**src/rtl/ram_arb_pkg.sv**
```systemverilog
// ram_arb_pkg: shared arbiter state encoding and RAM lane count.
// Imported by the interface, the top-level arbiter and the read pipeline.
package ram_arb_pkg;
  typedef enum logic [1:0] {IDLE, CPU, DRAIN, DBG} arb_state_t;
  localparam int RAM_BE_W = 4;
endpackage

```
**src/rtl/ram_port_arb_if.sv**
```systemverilog
// ram_port_arb_if: bundles the CPU, loader and RAM-side signals of the arbiter.
// slave  - arbiter view: requester and RAM read data in, grants/RAM controls out.
// master - environment view: drives requests and RAM read data, observes the rest.
interface ram_port_arb_if #(parameter int XLEN = 32);
  import ram_arb_pkg::*;
  logic                cpu_rst_n_i;
  logic                cpu_req_i;
  logic                cpu_we_i;
  logic [XLEN-1:0]     cpu_addr_i;
  logic [RAM_BE_W-1:0] cpu_be_i;
  logic [XLEN-1:0]     cpu_wdata_i;
  logic                cpu_gnt_o;
  logic                cpu_rvalid_o;
  logic [XLEN-1:0]     cpu_rdata_o;
  logic                dbg_sel_i;
  logic [XLEN-1:0]     dbg_addr_i;
  logic [RAM_BE_W-1:0] dbg_wr_byte_en_i;
  logic [7:0]          dbg_wr_data_i;
  logic                dbg_gnt_o;
  logic [7:0]          dbg_rd_data_o;
  logic [XLEN-1:0]     ram_addr_o;
  logic [RAM_BE_W-1:0] ram_wr_en_o;
  logic [XLEN-1:0]     ram_wr_data_o;
  logic [XLEN-1:0]     ram_rd_data_i;
  modport slave (
    input  cpu_rst_n_i, cpu_req_i, cpu_we_i, cpu_addr_i, cpu_be_i, cpu_wdata_i,
    input  dbg_sel_i, dbg_addr_i, dbg_wr_byte_en_i, dbg_wr_data_i, ram_rd_data_i,
    output cpu_gnt_o, cpu_rvalid_o, cpu_rdata_o, dbg_gnt_o, dbg_rd_data_o,
    output ram_addr_o, ram_wr_en_o, ram_wr_data_o
  );
  modport master (
    output cpu_rst_n_i, cpu_req_i, cpu_we_i, cpu_addr_i, cpu_be_i, cpu_wdata_i,
    output dbg_sel_i, dbg_addr_i, dbg_wr_byte_en_i, dbg_wr_data_i, ram_rd_data_i,
    input  cpu_gnt_o, cpu_rvalid_o, cpu_rdata_o, dbg_gnt_o, dbg_rd_data_o,
    input  ram_addr_o, ram_wr_en_o, ram_wr_data_o
  );
endinterface

```
**src/rtl/ram_port_arb_rd_pipe.sv**
```systemverilog
// rd_pipe: RD_LAT-stage read tracker aligning RAM read data with its requester.
// push_i/own_dbg_i/lane_i enter stage 0; vld_o/own_dbg_o/lane_o leave the last
// stage; flush_i drops all in-flight CPU reads; cnt_o counts in-flight CPU reads.
module rd_pipe #(parameter int RD_LAT = 1) (
  input  logic                         clk_i,
  input  logic                         rst_n_i,
  input  logic                         flush_i,
  input  logic                         push_i,
  input  logic                         own_dbg_i,
  input  logic [1:0]                   lane_i,
  output logic                         vld_o,
  output logic                         own_dbg_o,
  output logic [1:0]                   lane_o,
  output logic [$clog2(RD_LAT+1)-1:0]  cnt_o
);
  localparam int CW = $clog2(RD_LAT+1);
  logic [RD_LAT-1:0]      vld_q, vld_d, own_q, own_d;
  logic [RD_LAT-1:0][1:0] lane_q, lane_d;
  logic [CW-1:0]          cnt_q, cnt_d;
  always_comb begin
    vld_d[0]  = push_i & ~flush_i;
    own_d[0]  = own_dbg_i;
    lane_d[0] = lane_i;
    for (int i = 1; i < RD_LAT; i++) begin
      vld_d[i]  = vld_q[i-1] & ~flush_i;
      own_d[i]  = own_q[i-1];
      lane_d[i] = lane_q[i-1];
    end
    // occupancy holds at most RD_LAT entries, so the counter cannot wrap
    cnt_d = flush_i ? '0 : cnt_q + CW'(push_i) - CW'(vld_q[RD_LAT-1]);
  end
  always_ff @(posedge clk_i or negedge rst_n_i) begin
    if (!rst_n_i) begin
      vld_q  <= '0;
      own_q  <= '0;
      lane_q <= '0;
      cnt_q  <= '0;
    end else begin
      vld_q  <= vld_d;
      own_q  <= own_d;
      lane_q <= lane_d;
      cnt_q  <= cnt_d;
    end
  end
  assign vld_o     = vld_q[RD_LAT-1];
  assign own_dbg_o = own_q[RD_LAT-1];
  assign lane_o    = lane_q[RD_LAT-1];
  assign cnt_o     = cnt_q;
endmodule

```
**src/rtl/ram_port_arb.sv**
```systemverilog
// ram_port_arb: shares one byte-enabled RAM port between the CPU and the debug loader.
// clk_i/rst_n_i - clock and asynchronous active-low reset.
// bus           - CPU request/grant/read-data, loader select/grant/read-byte and
//                 RAM address/write-enable/write-data/read-data.
module ram_port_arb import ram_arb_pkg::*; #(
  parameter int XLEN   = 32,
  parameter int RD_LAT = 1
) (
  input logic           clk_i,
  input logic           rst_n_i,
  ram_port_arb_if.slave bus
);
  arb_state_t                   st_q;
  logic                         cpu_gnt, dbg_own, empty, t_vld, t_own;
  logic [1:0]                   t_lane;
  logic [$clog2(RD_LAT+1)-1:0]  cnt;
  logic                         unused_addr_lsb;
  assign unused_addr_lsb = ^bus.cpu_addr_i[1:0];
  assign dbg_own = st_q == DBG;
  assign cpu_gnt = st_q == CPU && bus.cpu_req_i && !bus.dbg_sel_i && bus.cpu_rst_n_i;
  assign empty   = cnt == '0;
  rd_pipe #(.RD_LAT(RD_LAT)) u_pipe (
    .clk_i     (clk_i),
    .rst_n_i   (rst_n_i),
    .flush_i   (!bus.cpu_rst_n_i),
    .push_i    (cpu_gnt && !bus.cpu_we_i),
    .own_dbg_i (dbg_own),
    .lane_i    (bus.dbg_addr_i[1:0]),
    .vld_o     (t_vld),
    .own_dbg_o (t_own),
    .lane_o    (t_lane),
    .cnt_o     (cnt)
  );
  // a handover goes through DRAIN so CPU reads never return on the loader's cycles
  always_ff @(posedge clk_i or negedge rst_n_i) begin
    if (!rst_n_i) st_q <= IDLE;
    else begin
      case (st_q)
        IDLE:  st_q <= bus.dbg_sel_i ? DBG : (bus.cpu_req_i && bus.cpu_rst_n_i) ? CPU : IDLE;
        CPU:   st_q <= !bus.cpu_rst_n_i ? (bus.dbg_sel_i ? DBG : IDLE) :
                       bus.dbg_sel_i ? DRAIN : (!bus.cpu_req_i && empty) ? IDLE : CPU;
        DRAIN: st_q <= !bus.cpu_rst_n_i ? (bus.dbg_sel_i ? DBG : IDLE) :
                       !empty ? DRAIN : bus.dbg_sel_i ? DBG : IDLE;
        DBG:   st_q <= bus.dbg_sel_i ? DBG : IDLE;
      endcase
    end
  end
  assign bus.cpu_gnt_o     = cpu_gnt;
  assign bus.dbg_gnt_o     = dbg_own;
  assign bus.ram_addr_o    = dbg_own ? {bus.dbg_addr_i[XLEN-1:2], 2'b00} :
                             cpu_gnt ? {bus.cpu_addr_i[XLEN-1:2], 2'b00} : '0;
  assign bus.ram_wr_en_o   = dbg_own ? bus.dbg_wr_byte_en_i :
                             (cpu_gnt && bus.cpu_we_i) ? bus.cpu_be_i : '0;
  assign bus.ram_wr_data_o = dbg_own ? {RAM_BE_W{bus.dbg_wr_data_i}} :
                             cpu_gnt ? bus.cpu_wdata_i : '0;
  assign bus.cpu_rvalid_o  = t_vld;
  assign bus.cpu_rdata_o   = t_vld ? bus.ram_rd_data_i : '0;
  assign bus.dbg_rd_data_o = t_own ? bus.ram_rd_data_i[{t_lane, 3'b000} +: 8] : '0;
endmodule

```
**src/flat_wrapper.sv**
```systemverilog
// flat-port wrapper written by rule: the top's interface ports become plain ports
module ram_port_arb_flat import ram_arb_pkg::*;
#(
  parameter int XLEN   = 32,
  parameter int RD_LAT = 1
)
  (clk_i, rst_n_i, bus_cpu_rst_n_i, bus_cpu_req_i, bus_cpu_we_i, bus_cpu_addr_i, bus_cpu_be_i, bus_cpu_wdata_i, bus_dbg_sel_i, bus_dbg_addr_i, bus_dbg_wr_byte_en_i, bus_dbg_wr_data_i, bus_ram_rd_data_i, bus_cpu_gnt_o, bus_cpu_rvalid_o, bus_cpu_rdata_o, bus_dbg_gnt_o, bus_dbg_rd_data_o, bus_ram_addr_o, bus_ram_wr_en_o, bus_ram_wr_data_o);
  ram_port_arb_if #(.XLEN(XLEN)) bus_i ();
  input logic clk_i;
  input logic rst_n_i;
  input wire logic [$bits(bus_i.cpu_rst_n_i)-1:0] bus_cpu_rst_n_i;
  input wire logic [$bits(bus_i.cpu_req_i)-1:0] bus_cpu_req_i;
  input wire logic [$bits(bus_i.cpu_we_i)-1:0] bus_cpu_we_i;
  input wire logic [$bits(bus_i.cpu_addr_i)-1:0] bus_cpu_addr_i;
  input wire logic [$bits(bus_i.cpu_be_i)-1:0] bus_cpu_be_i;
  input wire logic [$bits(bus_i.cpu_wdata_i)-1:0] bus_cpu_wdata_i;
  input wire logic [$bits(bus_i.dbg_sel_i)-1:0] bus_dbg_sel_i;
  input wire logic [$bits(bus_i.dbg_addr_i)-1:0] bus_dbg_addr_i;
  input wire logic [$bits(bus_i.dbg_wr_byte_en_i)-1:0] bus_dbg_wr_byte_en_i;
  input wire logic [$bits(bus_i.dbg_wr_data_i)-1:0] bus_dbg_wr_data_i;
  input wire logic [$bits(bus_i.ram_rd_data_i)-1:0] bus_ram_rd_data_i;
  output wire logic [$bits(bus_i.cpu_gnt_o)-1:0] bus_cpu_gnt_o;
  output wire logic [$bits(bus_i.cpu_rvalid_o)-1:0] bus_cpu_rvalid_o;
  output wire logic [$bits(bus_i.cpu_rdata_o)-1:0] bus_cpu_rdata_o;
  output wire logic [$bits(bus_i.dbg_gnt_o)-1:0] bus_dbg_gnt_o;
  output wire logic [$bits(bus_i.dbg_rd_data_o)-1:0] bus_dbg_rd_data_o;
  output wire logic [$bits(bus_i.ram_addr_o)-1:0] bus_ram_addr_o;
  output wire logic [$bits(bus_i.ram_wr_en_o)-1:0] bus_ram_wr_en_o;
  output wire logic [$bits(bus_i.ram_wr_data_o)-1:0] bus_ram_wr_data_o;
  assign bus_i.cpu_rst_n_i = bus_cpu_rst_n_i;
  assign bus_i.cpu_req_i = bus_cpu_req_i;
  assign bus_i.cpu_we_i = bus_cpu_we_i;
  assign bus_i.cpu_addr_i = bus_cpu_addr_i;
  assign bus_i.cpu_be_i = bus_cpu_be_i;
  assign bus_i.cpu_wdata_i = bus_cpu_wdata_i;
  assign bus_i.dbg_sel_i = bus_dbg_sel_i;
  assign bus_i.dbg_addr_i = bus_dbg_addr_i;
  assign bus_i.dbg_wr_byte_en_i = bus_dbg_wr_byte_en_i;
  assign bus_i.dbg_wr_data_i = bus_dbg_wr_data_i;
  assign bus_i.ram_rd_data_i = bus_ram_rd_data_i;
  assign bus_cpu_gnt_o = bus_i.cpu_gnt_o;
  assign bus_cpu_rvalid_o = bus_i.cpu_rvalid_o;
  assign bus_cpu_rdata_o = bus_i.cpu_rdata_o;
  assign bus_dbg_gnt_o = bus_i.dbg_gnt_o;
  assign bus_dbg_rd_data_o = bus_i.dbg_rd_data_o;
  assign bus_ram_addr_o = bus_i.ram_addr_o;
  assign bus_ram_wr_en_o = bus_i.ram_wr_en_o;
  assign bus_ram_wr_data_o = bus_i.ram_wr_data_o;
  ram_port_arb #(.XLEN(XLEN), .RD_LAT(RD_LAT)) u_core (.clk_i(clk_i), .rst_n_i(rst_n_i), .bus(bus_i));
endmodule
```
**config.mk**
```make
export PLATFORM = sky130hd
export DESIGN_NAME = ram_port_arb_flat
export DESIGN_NICKNAME = d
export VERILOG_FILES = /design/src/rtl/ram_arb_pkg.sv /design/src/rtl/ram_port_arb_if.sv /design/src/rtl/ram_port_arb_rd_pipe.sv /design/src/rtl/ram_port_arb.sv /design/src/flat_wrapper.sv
export SDC_FILE = /design/constraint.sdc
export NUM_CORES = 1
export LEC_CHECK = 0
export CAP_MARGIN = 30
export CORE_AREA = 4 4 100 102
export DETAILED_ROUTE_END_ITERATION = 12
export DIE_AREA = 0 0 104 106
export PLACE_DENSITY = 0.65
export SKIP_CTS_REPAIR_TIMING = 1
export SLEW_MARGIN = 15
export SYNTH_ARGS = -nofsm -noshare
export SYNTH_HDL_FRONTEND = slang
export SYNTH_SLANG_ARGS = --single-unit
```
**constraint.sdc**
```tcl
create_clock -name clk_i -period 2.14 [get_ports clk_i]
set_input_delay 0.214 -clock clk_i [delete_from_list [all_inputs] [get_ports clk_i]]
set_output_delay 0.214 -clock clk_i [all_outputs]
set_load 0.05 [all_outputs]
```
* Word-level counts from Yosys, hierarchy flattened
Cells that the tools add are included.
Operators by class: bitwise operators 2, shift-type cells 1, add/subtract/negate cells 2, eq/ne operators 3, multiplexer cells 18, reduce and logical (&&, ||, !) cells 11
Operators with widths (number):
- $mux 32 | 5
- $shiftx 32x6->8 | 1
- $mux 2 | 6
- $mux 4 | 2
- $mux 8 | 1
- $pmux 2 s4 | 1
- $logic_and 1x1->1 | 7
- $eq 2x2->1 const B | 2
- $logic_not 1->1 | 3
- $mux 1 | 3
- $eq 2x1->1 const B | 1
- $logic_not 2->1 | 1
- $add 1x1->1 | 1
- $and 1x1->1 | 1
- $not 1->1 | 1
- $sub 1x1->1 | 1
Storage, ports and cells: register bits after elaboration 7, logic and storage cells 42, output and inout port bits 111, bits of input ports 150

* Depth between registers and ports, before layout
depth in word-level cells 8, mapped depth 5, gate-level depth less buffers 3

* By module
Synthesis repeated with hierarchy kept, for this count alone.
Unflattened totals: cell total of the unflattened synthesis 161, area, all modules 1430.1 µm²
By module, submodules not included:
- ram_port_arb | area each 1273.7 µm², instances 1, cells an instance 152, seq. area each 50.0 µm²
- rd_pipe | area each 156.4 µm², instances 1, cells an instance 9, seq. area each 125.1 µm²

* Least setup slack after synthesis
Ideal clock, no wire load.
path type register to output, start register u_core.st_q[1], end output bus_ram_addr_o[22], path buffers 1, data arrival time 1.565 ns, slack 0.361 ns, data required time 1.926 ns, stages on the path, launching flop included 5, cell sequence dfrtp_1 nand3b_1 nor2_2 buf_2 a22o_1
Between the ends: longest elaborated chain between the ends 6, elaborated cells on any way between the ends 7, those cells by class 2 x eq/ne; 2 x mux; 3 x reduce/logical
RTL lines:
- from (decl) | line ram_port_arb.sv:13 | arb_state_t st_q;
- from (signal assigned) | line ram_port_arb.sv:39 | IDLE: st_q <= bus.dbg_sel_i ? DBG : (bus.cpu_req_i && bus.cpu_rst_n_i) ? CPU : IDLE;
- from (signal assigned) | line ram_port_arb.sv:40 | CPU: st_q <= !bus.cpu_rst_n_i ? (bus.dbg_sel_i ? DBG : IDLE) :
- from (signal assigned) | line ram_port_arb.sv:42 | DRAIN: st_q <= !bus.cpu_rst_n_i ? (bus.dbg_sel_i ? DBG : IDLE) :
- $eq 2x1->1 | line ram_port_arb.sv:20 | assign cpu_gnt = st_q == CPU && bus.cpu_req_i && !bus.dbg_sel_i && bus.cpu_rst_n_i;
- $logic_and 1x1->1 (3 in a row) | line ram_port_arb.sv:20
- via bus_cpu_gnt_o | line flat_wrapper.sv:22 | output wire logic [$bits(bus_i.cpu_gnt_o)-1:0] bus_cpu_gnt_o;
- $mux 32 | line ram_port_arb.sv:51 | cpu_gnt ? {bus.cpu_addr_i[XLEN-1:2], 2'b00} : '0;
- $mux 32 | line ram_port_arb.sv:50 | assign bus.ram_addr_o = dbg_own ? {bus.dbg_addr_i[XLEN-1:2], 2'b00} :
- to (decl) | line flat_wrapper.sv:27 | output wire logic [$bits(bus_i.ram_addr_o)-1:0] bus_ram_addr_o;
The timed path passes the listed nets, and every way through them passes these cells.

* Final worst setup path
start register u_core.u_pipe.lane_q (netlist bit u_core.u_pipe.lane_o[0]), end output bus_dbg_rd_data_o[4]
Between the ends: longest elaborated chain between the ends 2
RTL lines:
- from (decl) | line ram_port_arb_rd_pipe.sv:18 | logic [RD_LAT-1:0][1:0] lane_q, lane_d;
- from (signal assigned) | line ram_port_arb_rd_pipe.sv:41 | lane_q <= lane_d;
- $shiftx 32x6->8 | line ram_port_arb.sv:58 | assign bus.dbg_rd_data_o = t_own ? bus.ram_rd_data_i[{t_lane, 3'b000} +: 8] : '0;
- $mux 8 | line ram_port_arb.sv:58
- to (decl) | line flat_wrapper.sv:26 | output wire logic [$bits(bus_i.dbg_rd_data_o)-1:0] bus_dbg_rd_data_o;
No other way between the ends.

==> out/qor.csv <==
stage,metric,value,unit
grt,grt_max_degree,38,
die,die-area,11000,um2
power,p_comb_share,76.1,%
cts,clk_pin_slew,0.04,ns
routing,routed_via_density,4.52,
power,power.switching,539,uW
logic_synthesis,syn_inst,160,
logic_synthesis,synth_seq_cells,7,
cts,clock_latency,0.22,ns
worst_setup_path,cp.buffers_inverters,1,
grt,grt_use_total,16.0,%
logic_synthesis,synthMuxAreaShare,13.2,%
cts,clkSinkCount,7,
power,power.density,292,nW/um2
grt,grt_pass1_wl,14200,um
cts,cts_tree,yes,
final_layout,antennaDiodeCount,0,
power,p_sw_share,38.9,%
worst_setup_path,cp_top_family,flip-flops,
logic_synthesis,post_synth.cell_area_avg,9.02,um2
place,place_congestion,0.832,
timing,setup_ws,0.134,ns
grt,grt.busiest_layer,met2,
logic_synthesis,synth-adder-area-share,0,%
grt,grt_pass1_vias,2467,
worst_setup_path,crit_required,1.93,ns
logic_synthesis,synth-simple-area-share,20.7,%
cts,numCtsBuffers,3,
logic_synthesis,netlist_area,1440,um2
timing,max_freq,499,MHz
place,buffer_ports.inserted,256,
die,coreArea,9110,um2
timing,finalCritPeriodShare,93.7,%
logic_synthesis,ys_seq_area_share,12.1,%
routing,first_pass_iters,4,
logic_synthesis,synth_top_family_by_area,compound AO/OA/AOI/OAI gates,
power,power.share.clock,12.9,%
timing,slew_headroom,64.2,%
timing,finalSetupViolCount,0,
place,dpl_worst_slack,0.135,ns
power,total_power,1.39,mW
logic_synthesis,synthDistinctLibCells,22,
worst_setup_path,arrival,1.79,ns
die,fp-row-count,35,
die,die_h,106,um
logic_synthesis,synth-compound-area-share,42.6,%
worst_setup_path,cpMaxStageDelayCell,dfrtp_1,
routing,drt_iter0_drc,71,
grt,use_met1,16.3,%
timing,slew_violations,0,
timing,hold_violations,0,
logic_synthesis,yosysWarningCount,0,
final_layout,layout.nets,562,
worst_setup_path,max_stage_delay,0.65,ns
worst_setup_path,cp-end-kind,output port,
logic_synthesis,synth_area_leaders,"a22o_1 38%, and2_1 18%, mux4_2 12%, dfrtp_1 12%, buf_6 4.7%",
power,p_seq_share,11.0,%
worst_setup_path,crit_chain,"mux4_2, and2_1, buf_4",
die,die_width,104,um
timing,fin_worst_skew,0.00109,ns
grt,antenna_found_initial,0,
timing,hold_slack,0.255,ns
timing,rsz0062_at_grt,false,
die,io_pins,261,
routing,drt_wl_total,9600,um
cts,cts_max_level,1,
routing,drtAntennaViolNets,0,
logic_synthesis,synthXorXnorAreaFrac,0.607,%
outcome,status,completed,
routing,routedWlPerCell,18.4,um
power,p_int,848,uW
logic_synthesis,yosysTopAreaCellShare,37.6,%
cts,clockRootBuffer,clkbuf_8,
grt,grt-ovfl-total,0,
grt,grt_use_met2,30.9,%
die,initial_core_util,15.8,%
routing,num_vias,2359,
worst_setup_path,setup.worst_path.start_class,flip-flop,
grt,globalRouteMet3Util,6.31,%
timing,tns,0,ns
worst_setup_path,crit_fanout,8,
final_layout,drive_gt1_share,32.4,%
timing,tightest_slew,0.535,ns
timing,post-route-min-period,2.01,ns
power,irDropWorstVdd,0.139,mV
place,dpl.hpwl,8530,um
logic_synthesis,synth_area_leader_cell,a22o_1,
final_layout,area_growth,230,%
power,p_leak,1.98,nW
flow_run,cap_violations,0,
worst_setup_path,worstSetupPathType,flip-flop to output port,
routing,route.detailed.drc,0,
min_path,worstHoldPathType,input port to asynchronous set/reset pin,
cts,clk_path_buf_depth,2,
layout by cell type (no fill, tap or decap):
cell type,count
nor2_4,1
clkbuf_8,3
nand2b_1,2
a32o_1,4
clkbuf_1,1
xor2_1,1
a22o_1,62
a2bb2oi_1,1
a21o_1,1
clkdlybuf4s50_1,148
and2_1,40
conb_1,2
nand2_1,2
nor2_1,1
and2_2,1
mux4_2,8
nor3_1,1
a21oi_1,2
o21ai_0,1
dfrtp_1,7
nand3b_1,1
buf_4,49
buf_12,71
mux2i_1,1
logic make-up (layout without fill, tap and decap cells):
| group | after synthesis | after routing |
|---|---|---|
| flops | 7 | 7 |
| buf+inv | 22 | 272 |
| mux | 9 | 9 |
| compound gates | 71 | 71 |
| other cells | 1 | 2 |
| simple gates | 49 | 49 |
| xor+xnor | 1 | 1 |
routing by layer:
layer	part of all wire, %	vias up
li1	-	1136
met1	33	1044
met2	54	167
met3	11	12
met4	1.7	0
met5	0	-
synthesized netlist by cell type:
| library cell | instances |
|---|---|
| buf_6 | 6 |
| nor3_1 | 1 |
| mux4_2 | 8 |
| buf_2 | 7 |
| conb_1 | 1 |
| clkbuf_1 | 5 |
| nand3b_1 | 1 |
| a21o_1 | 1 |
| mux2i_1 | 1 |
| a2bb2oi_1 | 1 |
| and2_1 | 41 |
| dfrtp_1 | 7 |
| nor2_1 | 1 |
| a32o_1 | 4 |
| o21ai_0 | 1 |
| a22o_1 | 62 |
| nor2_2 | 1 |
| a21oi_1 | 2 |
| nand2_1 | 2 |
| xor2_1 | 1 |
| nand2b_1 | 2 |
| buf_4 | 4 |
stage by stage:
stage / cells / area, um2 / util (%)
6_report: 522 / 4760 / 52.2
5_1_grt: 522 / 4760 / 52.2
2_1_floorplan: 161 / 1450 / -
3_5_place_dp: 518 / 4710 / 51.7
3_3_place_gp: 518 / 4710 / 51.7
4_1_cts: 522 / 4760 / 52.2
power by group through the flow:
stage,sequential (mW),combinational (mW),clock [mW]
floorplan,0.146,0.440,0
global placement,0.155,1.05,0
detailed placement,0.155,1.06,0
CTS,0.153,1.06,0.184
global route,0.155,1.09,0.193
finish,0.153,1.05,0.179
sequential cells by signal, summed over array words and instances, names as in the netlist:
name                     cells
u_core.u_pipe.vld_o          1
u_core.st_q                  2
u_core.u_pipe.cnt_o          1
u_core.u_pipe.own_dbg_o      1
u_core.u_pipe.lane_o         2
final cells by class:
class                      count  area [um2]
timing repair buffer         268        3270
sequential                     7         175
fill                         822        4350
tap                          111         139
clock buffer                   4        45.0
multi-input combinational    132        1130
worst register-to-register path, cell delays in order (launching register included):
cell      delay, ns
dfrtp_1        0.40
nand3b_1       0.23
buf_4          0.17
nor3_1         0.31
mux2i_1        0.23
path summary, 6_finish.rpt:
kind | startpoint | endpoint | slack [ns] | cells past startpoint
worst max-delay path | u_core.u_pipe.lane_o[0] | bus_dbg_rd_data_o[4] | 0.13 | 3
worst max register to register | u_core.st_q[1] | u_core.u_pipe.cnt_o | 0.72 | 4
worst min register to register | u_core.st_q[1] | u_core.st_q[0] | 0.50 | 1
max in group asynchronous | rst_n_i | u_core.u_pipe.vld_o | 1.65 | 1
worst min-delay path | rst_n_i | u_core.st_q[1] | 0.25 | 1
min in group clk_i | bus_dbg_addr_i[0] | u_core.u_pipe.lane_o[0] | 0.43 | 1
No activity file was read; power rests on OpenSTA's default activity.
